==> src/rtl/pipe_stall_ctrl.sv <==
// Pipeline stall/flush controller: prioritised stall vector, held branch redirect, stall watchdog.
// Optional per-cause stall counters are built when STALL_PERF_EN is defined.
module pipe_stall_ctrl #(
   parameter int unsigned STALL_LIMIT = 1024,
   parameter int unsigned CNT_W       = 32
) (
   input  logic             clk,
   input  logic             rst,
   input  logic             stallreq_if,
   input  logic             stallreq_id,
   input  logic             stallreq_ex,
   input  logic             stallreq_mem,
   input  logic             branch_i,
   input  logic [31:0]      branch_target_i,
   output logic [5:0]       stall,
   output logic             flush,
   output logic             redirect_valid,
   output logic [31:0]      redirect_pc,
   output logic             stall_timeout,
`ifdef STALL_PERF_EN
   input  logic [2:0]       perf_sel,
   output logic [CNT_W-1:0] perf_data,
`endif
   output logic             dbg_state_o
);

   localparam int unsigned WD_W = $clog2(STALL_LIMIT + 1);
   localparam logic [WD_W-1:0] WD_MAX = WD_W'(STALL_LIMIT);

   // Handshake: redirect_valid is a single-cycle strobe; the PC stage accepts it
   // exactly when stall[0]=0, so no ready signal is needed.
   typedef enum logic {ST_IDLE = 1'b0, ST_PEND = 1'b1} state_t;

   state_t          state_q, state_d;
   logic [31:0]     pend_pc_q, pend_pc_d;
   logic [WD_W-1:0] wd_q, wd_d;
   logic            timeout_q, timeout_d;

   assign dbg_state_o   = state_q;
   assign stall_timeout = timeout_q;

   always_comb begin
      stall = 6'b000000;
      if (stallreq_mem)     stall = 6'b011111;
      else if (stallreq_ex) stall = 6'b001111;
      else if (stallreq_id) stall = 6'b000111;
      else if (stallreq_if) stall = 6'b000011;
   end

   always_comb begin
      state_d        = state_q;
      pend_pc_d      = pend_pc_q;
      flush          = 1'b0;
      redirect_valid = 1'b0;
      redirect_pc    = 32'h0;
      if (!rst) begin
         case (state_q)
            ST_IDLE: begin
               if (branch_i) begin
                  flush = 1'b1;
                  if (!stall[0]) begin
                     redirect_valid = 1'b1;
                     redirect_pc    = branch_target_i;
                  end else begin
                     pend_pc_d = branch_target_i;
                     state_d   = ST_PEND;
                  end
               end
            end
            ST_PEND: begin
               // Keep killing refilled slots; a newer branch replaces the held target.
               flush = 1'b1;
               if (branch_i) pend_pc_d = branch_target_i;
               if (!stall[0]) begin
                  redirect_valid = 1'b1;
                  redirect_pc    = branch_i ? branch_target_i : pend_pc_q;
                  state_d        = ST_IDLE;
               end
            end
            default: state_d = ST_IDLE;
         endcase
      end
   end

   always_comb begin
      wd_d      = wd_q;
      timeout_d = timeout_q;
      if (!stall[0])          wd_d = '0;
      else if (wd_q != WD_MAX) wd_d = wd_q + 1'b1;
      if (stall[0] && wd_d == WD_MAX) timeout_d = 1'b1;
   end

   always_ff @(posedge clk) begin
      if (rst) begin
         state_q   <= ST_IDLE;
         pend_pc_q <= 32'h0;
         wd_q      <= '0;
         timeout_q <= 1'b0;
      end else begin
         state_q   <= state_d;
         pend_pc_q <= pend_pc_d;
         wd_q      <= wd_d;
         timeout_q <= timeout_d;
      end
   end

`ifdef STALL_PERF_EN
   logic [4:0]       cause;
   logic [CNT_W-1:0] perf_q [5];

   // Only the winning priority source is charged for a stalled cycle.
   assign cause = {flush,
                   stallreq_if & ~stallreq_id & ~stallreq_ex & ~stallreq_mem,
                   stallreq_id & ~stallreq_ex & ~stallreq_mem,
                   stallreq_ex & ~stallreq_mem,
                   stallreq_mem};

   always_ff @(posedge clk) begin
      for (int i = 0; i < 5; i++) begin
         if (rst)           perf_q[i] <= '0;
         else if (cause[i]) perf_q[i] <= perf_q[i] + 1'b1;
      end
   end

   always_comb begin
      perf_data = '0;
      case (perf_sel)
         3'd0:    perf_data = perf_q[0];
         3'd1:    perf_data = perf_q[1];
         3'd2:    perf_data = perf_q[2];
         3'd3:    perf_data = perf_q[3];
         3'd4:    perf_data = perf_q[4];
         default: perf_data = '0;
      endcase
   end
`endif

endmodule

==> config.mk <==
export PLATFORM = sky130hd
export DESIGN_NAME = pipe_stall_ctrl
export DESIGN_NICKNAME = d
export VERILOG_FILES = /design/src/rtl/pipe_stall_ctrl.sv
export SDC_FILE = /design/constraint.sdc
export NUM_CORES = 1
export LEC_CHECK = 0
export BUFFER_PORTS_ARGS = -buffer_cell sky130_fd_sc_hd__buf_4
export CAP_MARGIN = 0
export CORE_ASPECT_RATIO = 1.2
export CORE_MARGIN = 2
export CORE_UTILIZATION = 51
export CTS_CLUSTER_SIZE = 10
export DETAILED_ROUTE_END_ITERATION = 8
export HOLD_SLACK_MARGIN = 0.05
export PLACE_DENSITY_LB_ADDON = 0.3
export SYNTH_ARGS = -nofsm -noshare
export SYNTH_HDL_FRONTEND = slang
export SYNTH_SLANG_ARGS = --single-unit
==> constraint.sdc <==
create_clock -name clk -period 2.8 [get_ports clk]
set_clock_uncertainty 0.2 [all_clocks]
set_input_delay 0.28 -clock clk [delete_from_list [all_inputs] [get_ports clk]]
set_output_delay 0.28 -clock clk [all_outputs]
set_load 0.005 [all_outputs]
Word level (Yosys, flattened, before mapping)
Cells that the tools add are included.
{ "word_totals": {"in_bits": 39, "n_memories": 0, "output_inout_bits": 42, "ramBits": 0, "word_cells": 37, "latchBits": 0, "mem_bits_ro": 0, "regBits": 45} }
{ "op_classes": {"reduce_logical": 2, "addsub": 1, "n_eq_ne": 4, "n_div": 0, "mux": 25, "mul": 0, "magnitude_cmp": 0, "bitwise": 1, "n_shift": 0} }
{ "ops": {"columns": ["op", "n"], "rows": [
  ["$mux W32", 7],
  ["$pmux W32 S2", 2],
  ["$mux W11", 2],
  ["$add A11 B1 Y11 const B", 1],
  ["$eq A11 B11 Y1 const B", 1],
  ["$ne A11 B11 Y1 const B", 1],
  ["$mux W1", 7],
  ["$pmux W1 S2", 3],
  ["$mux W5", 1],
  ["$mux W4", 1],
  ["$ne A2 B2 Y1 const B", 2],
  ["$mux W3", 1],
  ["$mux W2", 1],
  ["$reduce_and A2 Y1", 1],
  ["$logic_and A1 B1 Y1", 1],
  ["$not A1 Y1", 1]
]} }

Longest topological paths before layout
Gate-level depths: netlist of run 1.
{ "depth": {"ltp_word": 8, "depth_mapped": 7, "ltp_nobuf": 7} }

Worst setup path before layout of run 1
Ideal clock, no wire load.
{ "synth_timing": {"path_type": "flip-flop to flip-flop", "startpoint": "register wd_q[0]", "endpoint": "register timeout_q (netlist: stall_timeout)", "setup_time_ps": 88, "stages_incl_launch_ff": 7, "period_less_slack_ps": 1989, "slack_ps": 811, "n_path_buf": 0, "t_arrival_ps": 1701, "required_ps": 2512, "cell_sequence": "dfxtp_1 -> ha_1 -> nand4_4 -> or4_4 -> a21oi_2 -> nand2_1 -> o32ai_2"} }
{ "synth_via": {"elab_chain_len": 5, "elab_cells_between_ends": 6, "classes_between": "add/sub: 1; eq/ne: 2; mux: 2; reduce/logical: 1"} }
{ "synth_lines": {"columns": ["item", "line_no", "source"], "rows": [
  ["start: declaration", "36", "logic [WD_W-1:0] wd_q, wd_d;"],
  ["start signal: assignment", "102", "wd_q <= wd_d;"],
  ["$add A11 B1 Y11 or $ne A11 B11 Y1 (tied branches)", "89", "else if (wd_q != WD_MAX) wd_d = wd_q + 1'b1;"],
  ["$mux W11 (*)", "89", null],
  ["$mux W11 (*)", "88", "if (!stall[0]) wd_d = '0;"],
  ["$eq A11 B11 Y1 (*)", "90", "if (stall[0] && wd_d == WD_MAX) timeout_d = 1'b1;"],
  ["$logic_and A1 B1 Y1 (*)", "90", null],
  ["end signal: assignment", "103", "timeout_q <= timeout_d;"],
  ["end: declaration", "37", "logic timeout_q, timeout_d;"]
]} }
Mark *: on every way between the ends. The rest lies on a longest branch, timed or not.
A chain may end at the register's enable or synchronous reset.

Final worst setup path of run 1
Same ends and word-level chain as after synthesis.

==> impl_metrics.ini, run 1 <==
[critical_path]
cpPeakStageDelay_ns = 0.38
end_kind = flop
critPathMaxFanout = 7
ff2ff_setup_slack_ns = 0.56
crit_top_cell = nand4_1
r2r_cells = 7
cp.buffers_inverters = 1
crit_path_cell_trace = inv_1, ha_1, nor4b_1, nand4_1, mux2_2, nand4_1, o32ai_2
worstPathRequired_ns = 2.81
slowest_stage = dfxtp_1
cpLargestDelayFamily = simple AND/OR/NAND/NOR gates
arrival_ns = 2.26
worstReg2RegEnd = stall_timeout
cp-startpoint = wd_q[0]
worstReg2RegStart = wd_q[0]
crit_type = reg -> reg
crit_path_start_kind = flop

[synth]
yosysWarnings = 0
synth_async_sr_flop_share_pct = 0
synth_top_area_share_pct = 36.66
avgSynthCellArea_um2 = 6.501
yosys-top-cells-area = dfxtp_1 37%, nand2_1 15%, a21oi_1 13%, nor2_1 13%, clkbuf_1 2.9%
synth-xor-area-share_pct = 3.208
yosys_register_bits = 45
syn-num-nets = 419
synth_top_family_by_area = simple AND/OR/NAND/NOR gates
yosysTopAreaCell = dfxtp_1
synth_mux_area_share_pct = 0.4582
synth-main-ff-cell = dfxtp_1
synth-seq-area-share_pct = 36.66
synth-simple-area-share_pct = 34.67
synth_edf_count = 0
synthCells = 378
synth_compound_area_share_pct = 17.46
synth_adder_area_share_pct = 1.018
syn_area_um2 = 2457
synth_cell_types = 40

[cells_and_area]
drive_gt1_share_pct = 21.11
nNetsFinal = 509
layout_common_cells = 99 x nand2_1, 83 x nor2_1, 83 x buf_4
area_growth_pct = 39.36
final_cell_area_um2 = 3425
antenna_cells = 0
layout_commonest_cell = nand2_1

[timing]
hold_viol = 0
tightest_slew_ns = 1.059
maxClockFrequency_mhz = 445.8
setup_viol = 0
tns_ns = 0
finalCritPeriodShare_pct = 80.10
relSlewSlack_pct = 29.43
drv_slew = 0
rsz0062_at_grt = false
min_period_ns = 2.243

[place]
dp_hpwl_um = 4088
io_buffer_count = 79
place_congestion = 0.9044
place_area_um2 = 3023

[clocking]
root_buffer = clkbuf_8
cts_tree = yes
cts_buffers = 5
clkTransAtPathRegs_ns = 0.08
cts_setup_buffers = 0
cts_sinks = 45
htreeDepth = 2
cts-resized-gates = 0
clkLatencyLatePin_ns = 0.30
cts_buffer_depth = 2

[floorplan]
placementRows = 27
die-area_um2 = 5392
core-area_um2 = 4628
start_util_pct = 53.10
die_y_um = 80.04
die_x_um = 67.37
ios = 81

[min_path]
min_to = pend_pc_q[9]
min_from = branch_target_i[9]
worstHoldPathType = in -> reg
hold_depth = 3

[global_route]
grt_pass1_vias = 2550
grt.overflow.total = 0
grt_max_degree = 45
antenna_found_initial = 0
grt_pass1_wl_um = 10920
grtUsageTotal_pct = 25.69

[routing]
ant_nets = 0
drtIter0Drc = 214
routed_wl_um = 6319
wire_per_inst_um = 11.99
via_per_inst = 5.226
vias = 2754
first_pass_iters = 4
route.detailed.drc = 0

[power]
powerDensity_nw_per_um2 = 399.5
irDropWorstVdd_uv = 356.4
power_leakage_nw = 1.413

[job]
cap_viol_max_count = 0

[status]
status = completed
[where the power goes]
group / total, mW / internal [mW] / switching [mW]
logic: 0.243 / 0.119 / 0.124
registers: 0.690 / 0.671 / 0.0195
clock network: 0.435 / 0.223 / 0.212
total: 1.37 / 1.01 / 0.355
[repair_timing]
| item | in CTS | in global routing |
|---|---|---|
| hold endpoints to repair | 30 | 0 |
| hold buffers | 30 | 0 |
| setup endpoints to repair | 0 | 0 |
[area by class of cell]
class | count | area, um2
inverter | 7 | 26.28
timing repair buffer | 113 | 923.4
tap | 58 | 72.57
clock buffer | 7 | 96.34
fill | 391 | 1204
clock inverter | 1 | 5.005
multi-input combinational | 296 | 1400
sequential | 45 | 900.9
[worst reg2reg max path, delay by kind of cell, from the launching register on]
| kind | cells | cell delay (ns) |
|---|---|---|
| mux | 1 | 0.34 |
| simple gates | 3 | 0.72 |
| compound gates | 1 | 0.28 |
| flops | 1 | 0.38 |
| fa+ha+maj | 1 | 0.15 |
| buf+inv | 1 | 0.10 |
[state kept, by name, indices dropped and copies added, names as in the netlist]
register and flops:
dbg_state_o 1, pend_pc_q 32, wd_q 11, stall_timeout 1
[kinds of logic (layout without fill, tap and decap cells)]
kind of cell	count (synthesis)	after routing
fa+ha+maj	2	2
simple gates	205	205
other cells	1	1
xor+xnor	9	9
mux	1	1
buf+inv	37	128
compound gates	78	78
flops	45	45
[how the worst max path moves through the flow]
stage	endpoint	slack, ns	cells after the start
final	stall_timeout	0.56	7
after global routing	stall_timeout	0.40	7
after CTS	stall_timeout	0.57	7
after detailed placement	pend_pc_q[9]	0.51	6
after global placement	pend_pc_q[5]	0.56	6
after floorplan	stall_timeout	0.81	6
[through the flow]
| stage | std cells | hold WS (ns) | power (mW) | utilization [%] | setup WS [ns] |
|---|---|---|---|---|---|
| finish | 527 | 0.05551 | 1.368 | 73.99 | 0.5571 |
| global route | 527 | 0.06285 | 1.443 | 73.99 | 0.4007 |
| CTS | 527 | 0.05034 | 1.376 | 73.99 | 0.5737 |
| detailed placement | 489 | 0.2465 | 0.9132 | 65.31 | 0.5061 |
| global placement | 489 | 0.2413 | 0.9079 | 65.31 | 0.5574 |
| floorplan | 378 | 0.2160 | 0.8291 | - | 0.8109 |
[routing by layer]
metal	wire, um	global-route usage (%)	up-vias
li1	-	-	1398
met1	2537	29.84	1253
met2	3274	46.63	96
met3	419	4.795	7
met4	87	7.755	0
met5	0	0	-
[cell usage after synthesis (4+ instances only)]
cell       n
a21oi_1   66
buf_2      4
clkbuf_1  19
dfxtp_1   45
inv_1      7
nand2_1   99
nand4_1    4
nor2_1    83
xnor2_1    7
No activity file was read; power rests on OpenSTA's default activity.
==> run 2: changes to the inputs <==
- clock period: 2.8 -> 2.32 ns (I/O delays scaled with it)
==> run 2 against run 1 <==
Net effect:
- die area unchanged
- clock power increased by 40%
- first-iteration DRC count decreased by 18%
- sequential power increased by 21%
- worst setup slack got worse by 0.39 ns
- combinational power increased by 25%
- power increased by 27%
- final area increased by 2.3%
- critical path type unchanged
- critical endpoint unchanged
==> impl_metrics.ini, run 2 (synthesis results as in run 1) <==
[clocking]
ctsHoldBuffers = 32
clkLatencyLatePin_ns = 0.30
cts_sinks = 45
cts_buffer_depth = 2
cts-resized-gates = 0
cts_tree = yes
clkTransAtPathRegs_ns = 0.08
cts_setup_buffers = 0
htreeDepth = 2
root_buffer = clkbuf_8
cts_buffers = 5

[floorplan]
die_x_um = 67.37
die-area_um2 = 5392
ios = 81
placementRows = 27
core-area_um2 = 4628
start_util_pct = 53.10
die_y_um = 80.04

[routing]
vias = 2778
wire_per_inst_um = 12.65
via_per_inst = 5.193
routed_wl_um = 6770
first_pass_iters = 4
drtIter0Drc = 176
ant_nets = 0
route.detailed.drc = 0

[timing]
finalCritPeriodShare_pct = 92.85
rsz0062_at_grt = false
fin_hold_ws_ns = 0.1361
min_period_ns = 2.154
hold_viol = 0
tightest_slew_ns = 0.6248
maxClockFrequency_mhz = 464.2
setup_viol = 0
tns_ns = 0
relSlewSlack_pct = 58.35
drv_slew = 0
setup_ws_ns = 0.1660

[global_route]
grt_max_degree = 68
grtUsageTotal_pct = 26.20
grt_pass1_vias = 2539
grt.overflow.total = 0
antenna_found_initial = 0
grt_pass1_wl_um = 11010

[cells_and_area]
layout_commonest_cell = nand2_1
drive_gt1_share_pct = 21.80
largest_reg_flops = 32
layout_common_cells = 99 x nand2_1, 89 x buf_4, 83 x nor2_1
antenna_cells = 0
area_growth_pct = 42.62
nNetsFinal = 517
top_regs = pend_pc_q x32, wd_q x11
top_register = pend_pc_q

[critical_path]
crit_type = reg -> reg
end_kind = flop
crit_path_start_kind = flop
worstReg2RegEnd = stall_timeout
worstPathRequired_ns = 2.34
r2r_cells = 6
worstReg2RegStart = wd_q[0]
ff2ff_setup_slack_ns = 0.17
critPathMaxFanout = 7
arrival_ns = 2.17

[place]
place_ws_ns = 0.1875
io_buffer_count = 79
place_congestion = 0.8700
dp_hpwl_um = 4230

[power]
switching_share_pct = 24.82
switching_power_uw = 432.8
sequentialPowerShare_pct = 47.8
pwr-share-clk_pct = 34.8
internal_power_mw = 1.311
powerDensity_nw_per_um2 = 497.7
power_leakage_nw = 1.454
irDropWorstVdd_uv = 413.3
combPwrFrac_pct = 17.4

[min_path]
min_to = wd_q[9]
worstHoldPathType = in -> reg
min_from = rst
hold_depth = 2

[status]
status = completed

[job]
cap_viol_max_count = 0
[run 2: metal layers]
| layer | vias to the layer above | GRT usage (%) | share of wire (%) |
|---|---|---|---|
| li1 | 1416 | - | - |
| met1 | 1249 | 29.51 | 40 |
| met2 | 91 | 47.13 | 52 |
| met3 | 22 | 5.783 | 5.0 |
| met4 | 0 | 9.592 | 2.5 |
| met5 | - | 0 | 0 |
[run 2: cell type report]
cell class                 instances  area, um2
sequential                        45      900.9
timing repair buffer             121      988.4
fill                             350       1124
multi-input combinational        296       1400
clock buffer                       7      86.33
tap                               58      72.57
inverter                           7      26.28
clock inverter                     1      30.03
[run 2: worst max-delay path: stages (launching register included)]
cell	delay, ns
dfxtp_1	0.45
ha_1	0.32
nand4_4	0.16
or4_4	0.51
a21oi_2	0.17
nand2_1	0.08
o32ai_2	0.19
[run 2: stage by stage]
step           area [um2]  utilization [%]  cells  total power, mW
2_1_floorplan        2457                -    378            1.001
3_3_place_gp         3068            66.29    495            1.100
3_5_place_dp         3068            66.29    495            1.108
4_1_cts              3505            75.72    535            1.751
5_1_grt              3505            75.72    535            1.824
6_report             3505            75.72    535            1.744
[run 2: power groups by stage]
| stage | Clock, mW | Combinational (mW) | Sequential [mW] |
|---|---|---|---|
| after detailed placement | 0 | 0.257 | 0.851 |
| after CTS | 0.617 | 0.301 | 0.832 |
| after floorplan | 0 | 0.155 | 0.846 |
| after global placement | 0 | 0.252 | 0.848 |
| after global routing | 0.648 | 0.338 | 0.839 |
| final | 0.608 | 0.303 | 0.833 |
[run 2: worst max path at each step]
stage	startpoint	end	slack, ns	cells past startpoint
4_1_cts	wd_q[0]	stall_timeout	0.18	6
5_1_grt	wd_q[0]	stall_timeout	0.08	6
3_5_place_dp	wd_q[0]	stall_timeout	0.19	6
3_3_place_gp	wd_q[0]	stall_timeout	0.27	6
6_report	wd_q[0]	stall_timeout	0.17	6
2_1_floorplan	wd_q[0]	stall_timeout	0.33	6
